`src/rtl/regfile_sb.sv`:
```
// -----------------------------------------------------------------------------
// regfile_sb
//
// Decode-stage register file with a scoreboard of in-flight results.
// Two read ports return their data one cycle after the address is presented.
// Each register has a pending bit. Decode uses that bit to stall on operands
// whose producer has not yet written back.
//
// Parameters
//   DATA_W   register width in bits
//   ADDR_W   register address width; NREGS = 2**ADDR_W
//   ZERO_REG 1 = register 0 always reads as zero and is never written or marked
//   BYPASS   1 = a write and a read on the same edge return the new data
//            0 = that read returns the value held before the write
//
// Ports
//   clock           rising-edge clock
//   reset           synchronous active-high reset, has priority over all else
//   read_en         sample both read ports on this edge
//   read_reg1/2     read addresses
//   reg_write       write enable; also retires the pending bit of write_reg
//   write_reg       write address
//   write_reg_data  write data
//   mark_en         a producer for mark_reg has issued; set its pending bit
//   mark_reg        destination register of that producer
//   read_data1/2    registered read data
//   busy1/2         registered pending flags for the sampled addresses
//   read_valid      high for the one cycle after a read_en edge
//   pending         full scoreboard vector, bit r = register r pending
// -----------------------------------------------------------------------------
module regfile_sb #(
    parameter int DATA_W   = 8,
    parameter int ADDR_W   = 5,
    parameter int ZERO_REG = 1,
    parameter int BYPASS   = 1
) (
    input  logic                    clock,
    input  logic                    reset,
    input  logic                    read_en,
    input  logic [ADDR_W-1:0]       read_reg1,
    input  logic [ADDR_W-1:0]       read_reg2,
    input  logic                    reg_write,
    input  logic [ADDR_W-1:0]       write_reg,
    input  logic [DATA_W-1:0]       write_reg_data,
    input  logic                    mark_en,
    input  logic [ADDR_W-1:0]       mark_reg,
    output logic [DATA_W-1:0]       read_data1,
    output logic [DATA_W-1:0]       read_data2,
    output logic                    busy1,
    output logic                    busy2,
    output logic                    read_valid,
    output logic [(1<<ADDR_W)-1:0]  pending
);

    localparam int NREGS = 1 << ADDR_W;

    logic [DATA_W-1:0] regs_reg [NREGS];
    logic [NREGS-1:0]  pending_reg;
    logic [NREGS-1:0]  pending_next;
    logic              read_valid_reg;
    logic              write_ok;

    // A write to the hardwired zero register is dropped. Register 0 therefore
    // keeps its reset value of zero.
    assign write_ok = reg_write && !((ZERO_REG != 0) && (write_reg == '0));

    always_ff @(posedge clock) begin
        if (reset) begin
            for (int r = 0; r < NREGS; r++) begin
                regs_reg[r] <= '0;
            end
        end else if (write_ok) begin
            regs_reg[write_reg] <= write_reg_data;
        end
    end

    // Scoreboard next state. A mark outranks a write-back to the same register.
    // The write-back belongs to an older producer, and the newly issued producer
    // has not yet produced its result.
    generate
        for (genvar gi = 0; gi < NREGS; gi++) begin : g_pend
            if ((ZERO_REG != 0) && (gi == 0)) begin : g_zero
                assign pending_next[gi] = 1'b0;
            end else begin : g_live
                logic mark_hit;
                logic write_hit;
                assign mark_hit  = mark_en   && (mark_reg  == ADDR_W'(gi));
                assign write_hit = reg_write && (write_reg == ADDR_W'(gi));
                assign pending_next[gi] = mark_hit ? 1'b1 :
                                          write_hit ? 1'b0 : pending_reg[gi];
            end
        end
    endgenerate

    always_ff @(posedge clock) begin
        if (reset) begin
            pending_reg <= '0;
        end else begin
            pending_reg <= pending_next;
        end
    end

    // Read ports. The ports are identical; the only difference is which
    // address each one selects.
    generate
        for (genvar gi = 0; gi < 2; gi++) begin : g_port
            logic [ADDR_W-1:0] addr;
            logic              zero_addr;
            logic              bypass_hit;
            logic [DATA_W-1:0] data_next;
            logic [DATA_W-1:0] data_reg;
            logic              busy_next;
            logic              busy_reg;

            assign addr       = (gi == 0) ? read_reg1 : read_reg2;
            assign zero_addr  = (ZERO_REG != 0) && (addr == '0);
            assign bypass_hit = (BYPASS != 0) && reg_write && (write_reg == addr);

            // With bypass, the reader sees the state as it stands after this
            // edge: the new data and the updated pending bit. Without bypass,
            // the reader sees the state as it stood before this edge.
            always_comb begin
                data_next = regs_reg[addr];
                busy_next = (BYPASS != 0) ? pending_next[addr] : pending_reg[addr];
                if (bypass_hit) begin
                    data_next = write_reg_data;
                end
                if (zero_addr) begin
                    data_next = '0;
                    busy_next = 1'b0;
                end
            end

            always_ff @(posedge clock) begin
                if (reset) begin
                    data_reg <= '0;
                    busy_reg <= 1'b0;
                end else if (read_en) begin
                    data_reg <= data_next;
                    busy_reg <= busy_next;
                end
            end
        end
    endgenerate

    always_ff @(posedge clock) begin
        if (reset) begin
            read_valid_reg <= 1'b0;
        end else begin
            read_valid_reg <= read_en;
        end
    end

    assign read_data1 = g_port[0].data_reg;
    assign read_data2 = g_port[1].data_reg;
    assign busy1      = g_port[0].busy_reg;
    assign busy2      = g_port[1].busy_reg;
    assign read_valid = read_valid_reg;
    assign pending    = pending_reg;

endmodule

```
`config.mk`:
```
export PLATFORM = sky130hd
export DESIGN_NAME = regfile_sb
export DESIGN_NICKNAME = d
export VERILOG_FILES = /design/src/rtl/regfile_sb.sv
export SDC_FILE = /design/constraint.sdc
export NUM_CORES = 1
export LEC_CHECK = 0
export CORE_UTILIZATION = 35
export DETAILED_ROUTE_END_ITERATION = 8
export HOLD_SLACK_MARGIN = 0.02
export MAX_ROUTING_LAYER = met4
export PLACE_DENSITY_LB_ADDON = 0.05
export RECOVER_POWER = 100
export REMOVE_ABC_BUFFERS = 1
export SLEW_MARGIN = 25
export SYNTH_ARGS = -nofsm -noshare
export SYNTH_HDL_FRONTEND = slang
export SYNTH_SLANG_ARGS = --single-unit
```
`constraint.sdc`:
```
create_clock -name clock -period 2.4 [get_ports clock]
set_input_delay 0.48 -clock clock [delete_from_list [all_inputs] [get_ports clock]]
set_output_delay 0.48 -clock clock [all_outputs]
set_load 0.01 [all_outputs]
```
Yosys cells after proc, flatten, opt, wreduce, memory -nomap -nowiden
Memory sizes are Yosys's and may differ from the RTL's.
Index checks and enable logic that the tools add are counted.

word-level totals
  flip-flop bits (word level) = 51
  RAM bits = 256
  bits of input ports = 33
  output and inout port bits = 51
  memories = 1

memory list
  memory    depth  width  read ports  clocked after memory_dff  wr ports  RTL line  RTL
  regs_reg  32     8      2           0                         32        57        logic [DATA_W-1:0] regs_reg [NREGS];

cells by class
  $lt $le $gt $ge = 2
  equal/unequal tests = 64
  multiplexer cells = 80
  reductions and logical operators = 70

operators with widths
  operator                                                              number
  5-bit == test, second input constant                                  32
  5-bit by 4-bit == test with 1-bit output, second input constant       16
  1-bit 2-to-1 mux                                                      72
  1-bit logical AND                                                     65
  5-bit by 3-bit == test with 1-bit output, second input constant       8
  8-bit 2-to-1 mux                                                      5
  5-bit by 2-bit == test with 1-bit output, second input constant       4
  5-bit logical NOT                                                     3
  5-bit by 6-bit < comparator with 1-bit output, second input constant  2
  1-bit binary-select mux with 5-bit select                             2
  5-bit by 1-bit == test with 1-bit output, second input constant       2
  5-bit == test                                                         2
  8-bit OR reduction                                                    1
  5-bit 2-to-1 mux                                                      1
  1-bit logical NOT                                                     1

Depth between registers and ports, before layout
  depth in word-level cells = 8
  depth in mapped cells = 9
  depth with buffers taken out = 7

Least setup slack after synthesis
No wires, ideal clock.

  kind = input port to flip-flop
  start point = input port read_reg2[1]
  end point = register g_port[1].data_reg[0] (netlist: read_data2[0])
  library setup time = 0.143 ns
  arrival time = 2.227 ns
  data required time = 2.257 ns
  setup slack = 0.030 ns
  stages on the path = 8
  path buffers = 2
  cells stage by stage = clkbuf_1 buf_1 mux4_2 mux4_2 mux2i_1 nand2_1 o21ai_1 o21ai_1

between the ends
  word-level cells in the longest chain between the ends = 4
  elaborated cells on any way between the ends = 6
  classes of those cells = eq/ne (1); mux (2); reduce/logical (2); memory (1)

RTL lines
  element                                                         RTL line  RTL
  start, declared                                                 41        input logic [ADDR_W-1:0] read_reg2,
  branches (longest 3 deep; another with memory read 32 x 8 bit)  -
  8-bit 2-to-1 mux *                                              128       if (zero_addr) begin
  end signal, assigned                                            139       data_reg <= data_next;
  end, declared                                                   111       logic [DATA_W-1:0] data_reg;

Mark *: on every way between the ends.
A chain may end at the register's enable or synchronous reset.

==> impl_metrics.env <==
export IMPL_whs_path_depth=2
export IMPL_syn_avg_cell_area_um2=12.7
export IMPL_synth_cell_types=64
export IMPL_nets=1628
export IMPL_leakage_nw=7.66
export IMPL_grt_overflow=0
export IMPL_status="complete, but fails checks"
export IMPL_hold_viol=0
export IMPL_rrSetupSlack_ps=240
export IMPL_hold_worst_slack_ps=453
export IMPL_crit_arrival_ps=2550
export IMPL_synth_warnings=0
export IMPL_min_period_ps=2350
export IMPL_grtUsageTotal=0.266
export IMPL_antenna_found_initial=2
export IMPL_crit_chain="clkbuf_1 > clkbuf_1 > clkbuf_1 > nand2b_1 > dlymetal6s2s_1"
export IMPL_firstDrtPassIters=7
export IMPL_cts_reportedPaths_clkPinSlew_ps=60
export IMPL_start_kind="primary input"
export IMPL_placed_cells=2163
export IMPL_synthTopCellsByArea="edfxtp_1, mux4_2, and2_1"
export IMPL_routedWlPerCell_um=27.7
export IMPL_ys_async_sr_fraction=0
export IMPL_cts_root_buf="clkbuf_16"
export IMPL_comb_power_share=0.141
export IMPL_fin_cells=2232
export IMPL_synthDominantCellAreaShare=0.459
export IMPL_port_buffers=82
export IMPL_timing_rr_start="regs_reg[23][7]"
export IMPL_dp_hpwl_um=44700
export IMPL_syn_area_um2=16700
export IMPL_cts_tree="yes"
export IMPL_critPathCaptureType="flip-flop"
export IMPL_timing_final_crit_share=0.978
export IMPL_synth_largest_area_cell="edfxtp_1"
export IMPL_slew_viol_final=0
export IMPL_hold_path_class="flip-flop to flip-flop"
export IMPL_sequentialPowerShare=0.447
export IMPL_grt_start_max_net_pins=34
export IMPL_irDropWorstVdd_uv=473
export IMPL_clkLatencyLatePin_ps=560
export IMPL_power_total_mw=13.9
export IMPL_fin_skew_ps=22.9
export IMPL_synth_ff_type="edfxtp_1"
export IMPL_p_per_area_nw_per_um2=658
export IMPL_largest_reg_flops=256
export IMPL_die_h_um=221
export IMPL_drc=8
export IMPL_min_from="read_data2[4]"
export IMPL_tns_ps=0
export IMPL_setup_viol=0
export IMPL_cts_sink_count=306
export IMPL_synthToLayoutAreaGrowth_pct=26.1
export IMPL_crit_path_max_incr_delay_ps=930
export IMPL_synth_common_cells="edfxtp_1, and2_1, mux4_2"
export IMPL_die_area_um2=48700
export IMPL_synth_edff_count=256
export IMPL_grt_pass1_vias=12080
export IMPL_rr_endpoint="read_data2[7]"
export IMPL_p_int_mw=10.3
export IMPL_crit_top_cell="clkbuf_1"
export IMPL_yosys_register_bits=306
export IMPL_initial_core_util=0.357
export IMPL_drive_gt1_frac=0.248
export IMPL_p_sw_mw=3.57
export IMPL_swShare=0.257
export IMPL_dieWidth_um=221
export IMPL_cts_inserted_buffers=37
export IMPL_path_max_fanout=21
export IMPL_rows=79
export IMPL_hold_end="read_data2[4]"
export IMPL_worstMarginPinSlew_ps=1210
export IMPL_crit_required_ps=2600
export IMPL_coreArea_um2=46900
export IMPL_critical_path_class="primary input to flip-flop"
export IMPL_synth_seq_area_share=0.519
export IMPL_drt_initial_drc_count=1046
export IMPL_slew_headroom=0.195
export IMPL_drv_cap=0
export IMPL_htree_levels=2
export IMPL_worst_r2r_path_depth=6
export IMPL_vias=12388
export IMPL_fmax_mhz=426
export IMPL_synthCells=1316
export IMPL_avgViaCountPerCell=5.55
export IMPL_rsz0062_at_grt="no"
export IMPL_synth_most_common_cell="edfxtp_1"
export IMPL_io_pins=84
export IMPL_grt_pass1_wl_um=87700
export IMPL_wirelength_um=61900
export IMPL_place_congestion=0.914
export IMPL_violations="DRC"
export IMPL_ant_nets=0
export IMPL_slowest_stage="clkbuf_1"
export IMPL_cts_buffer_depth=3
export IMPL_clockPowerShare=0.412
-- power by group through the flow --
| stage | logic [mW] | clock network [mW] | registers (mW) |
|---|---|---|---|
| 2_1_floorplan | 0.826 | 0 | 6.24 |
| 3_3_place_gp | 2.00 | 0 | 6.31 |
| 3_5_place_dp | 2.00 | 0 | 6.32 |
| 4_1_cts | 2.01 | 5.81 | 6.21 |
| 5_1_grt | 2.07 | 6.01 | 6.24 |
| 6_report | 1.96 | 5.72 | 6.21 |
-- stage by stage --
stage / utilization / worst slack, ps / cell area (µm²)
detailed placement: 0.430 / -464 / 20100
finish: 0.451 / 53.2 / 21100
global placement: 0.430 / -488 / 20100
CTS: 0.456 / 108 / 21300
floorplan: - / 69.9 / 16300
global route: 0.451 / 8.03 / 21100
-- placed cells by master (no fill, tap or decap), drive strengths merged, types with 10 or more instances in the layout --
| cell type | instances |
|---|---|
| or2 | 32 |
| clkbuf | 115 |
| buf | 202 |
| nand2 | 49 |
| dlygate4sd3 | 53 |
| clkdlybuf4s50 | 23 |
| nor3 | 13 |
| dfxtp | 50 |
| mux4 | 113 |
| edfxtp | 256 |
| o21ai | 53 |
| a21oi | 46 |
| nor2b | 10 |
| nor2 | 67 |
| a22oi | 10 |
| o22ai | 16 |
| nand3 | 19 |
| nand2b | 13 |
| o221ai | 32 |
| mux2i | 74 |
| and2 | 253 |
-- how the worst max path moves through the flow --
stage / from / end / slack, ps
3_5_place_dp: write_reg[4] / regs_reg[12][0] / -460
4_1_cts: write_reg[4] / regs_reg[12][0] / 110
6_report: reset / regs_reg[2][4] / 50
2_1_floorplan: write_reg[4] / regs_reg[12][0] / 70
5_1_grt: write_reg[4] / busy1 / 8
3_3_place_gp: write_reg[4] / busy2 / -490
-- what timing repair did --
action,CTS,global route
resized for setup,0,4
endpoints found under the setup margin,0,18
setup buffers,0,0
hold buffers,0,0
-- final cells by class --
type | count | area [µm²]
clock buffer | 55 | 1070
inverter | 5 | 18.8
clock inverter | 13 | 149
tap | 607 | 759
timing repair buffer | 340 | 2820
antenna | 1 | 2.50
sequential | 306 | 8690
multi-input combinational | 905 | 7610
fill | 4426 | 25700
-- routing by layer --
metal	vias to the layer above	GRT usage	routed length, µm
met5	-	-	0
li1	5577	-	-
met1	6284	0.385	29500
met4	0	0.0655	1300
met2	444	0.395	27500
met3	83	0.0333	3570
-- kinds of logic (layout without fill, tap and decap cells) --
group | Yosys count | after routing | share of synthesized area
xor+xnor | 10 | 10 | 0.00523
other cells | 1 | 10 | 0.000224
mux | 188 | 188 | 0.197
flops | 306 | 306 | 0.519
compound gates | 200 | 200 | 0.0783
simple gates | 498 | 498 | 0.172
buf+inv | 113 | 413 | 0.0289
-- worst max-delay path: cells and delay by family --
family | cells | cell delay, ps
AND/OR/NAND/NOR | 1 | 210
buffers and inverters | 4 | 1840
No activity file was read; power rests on OpenSTA's default activity.
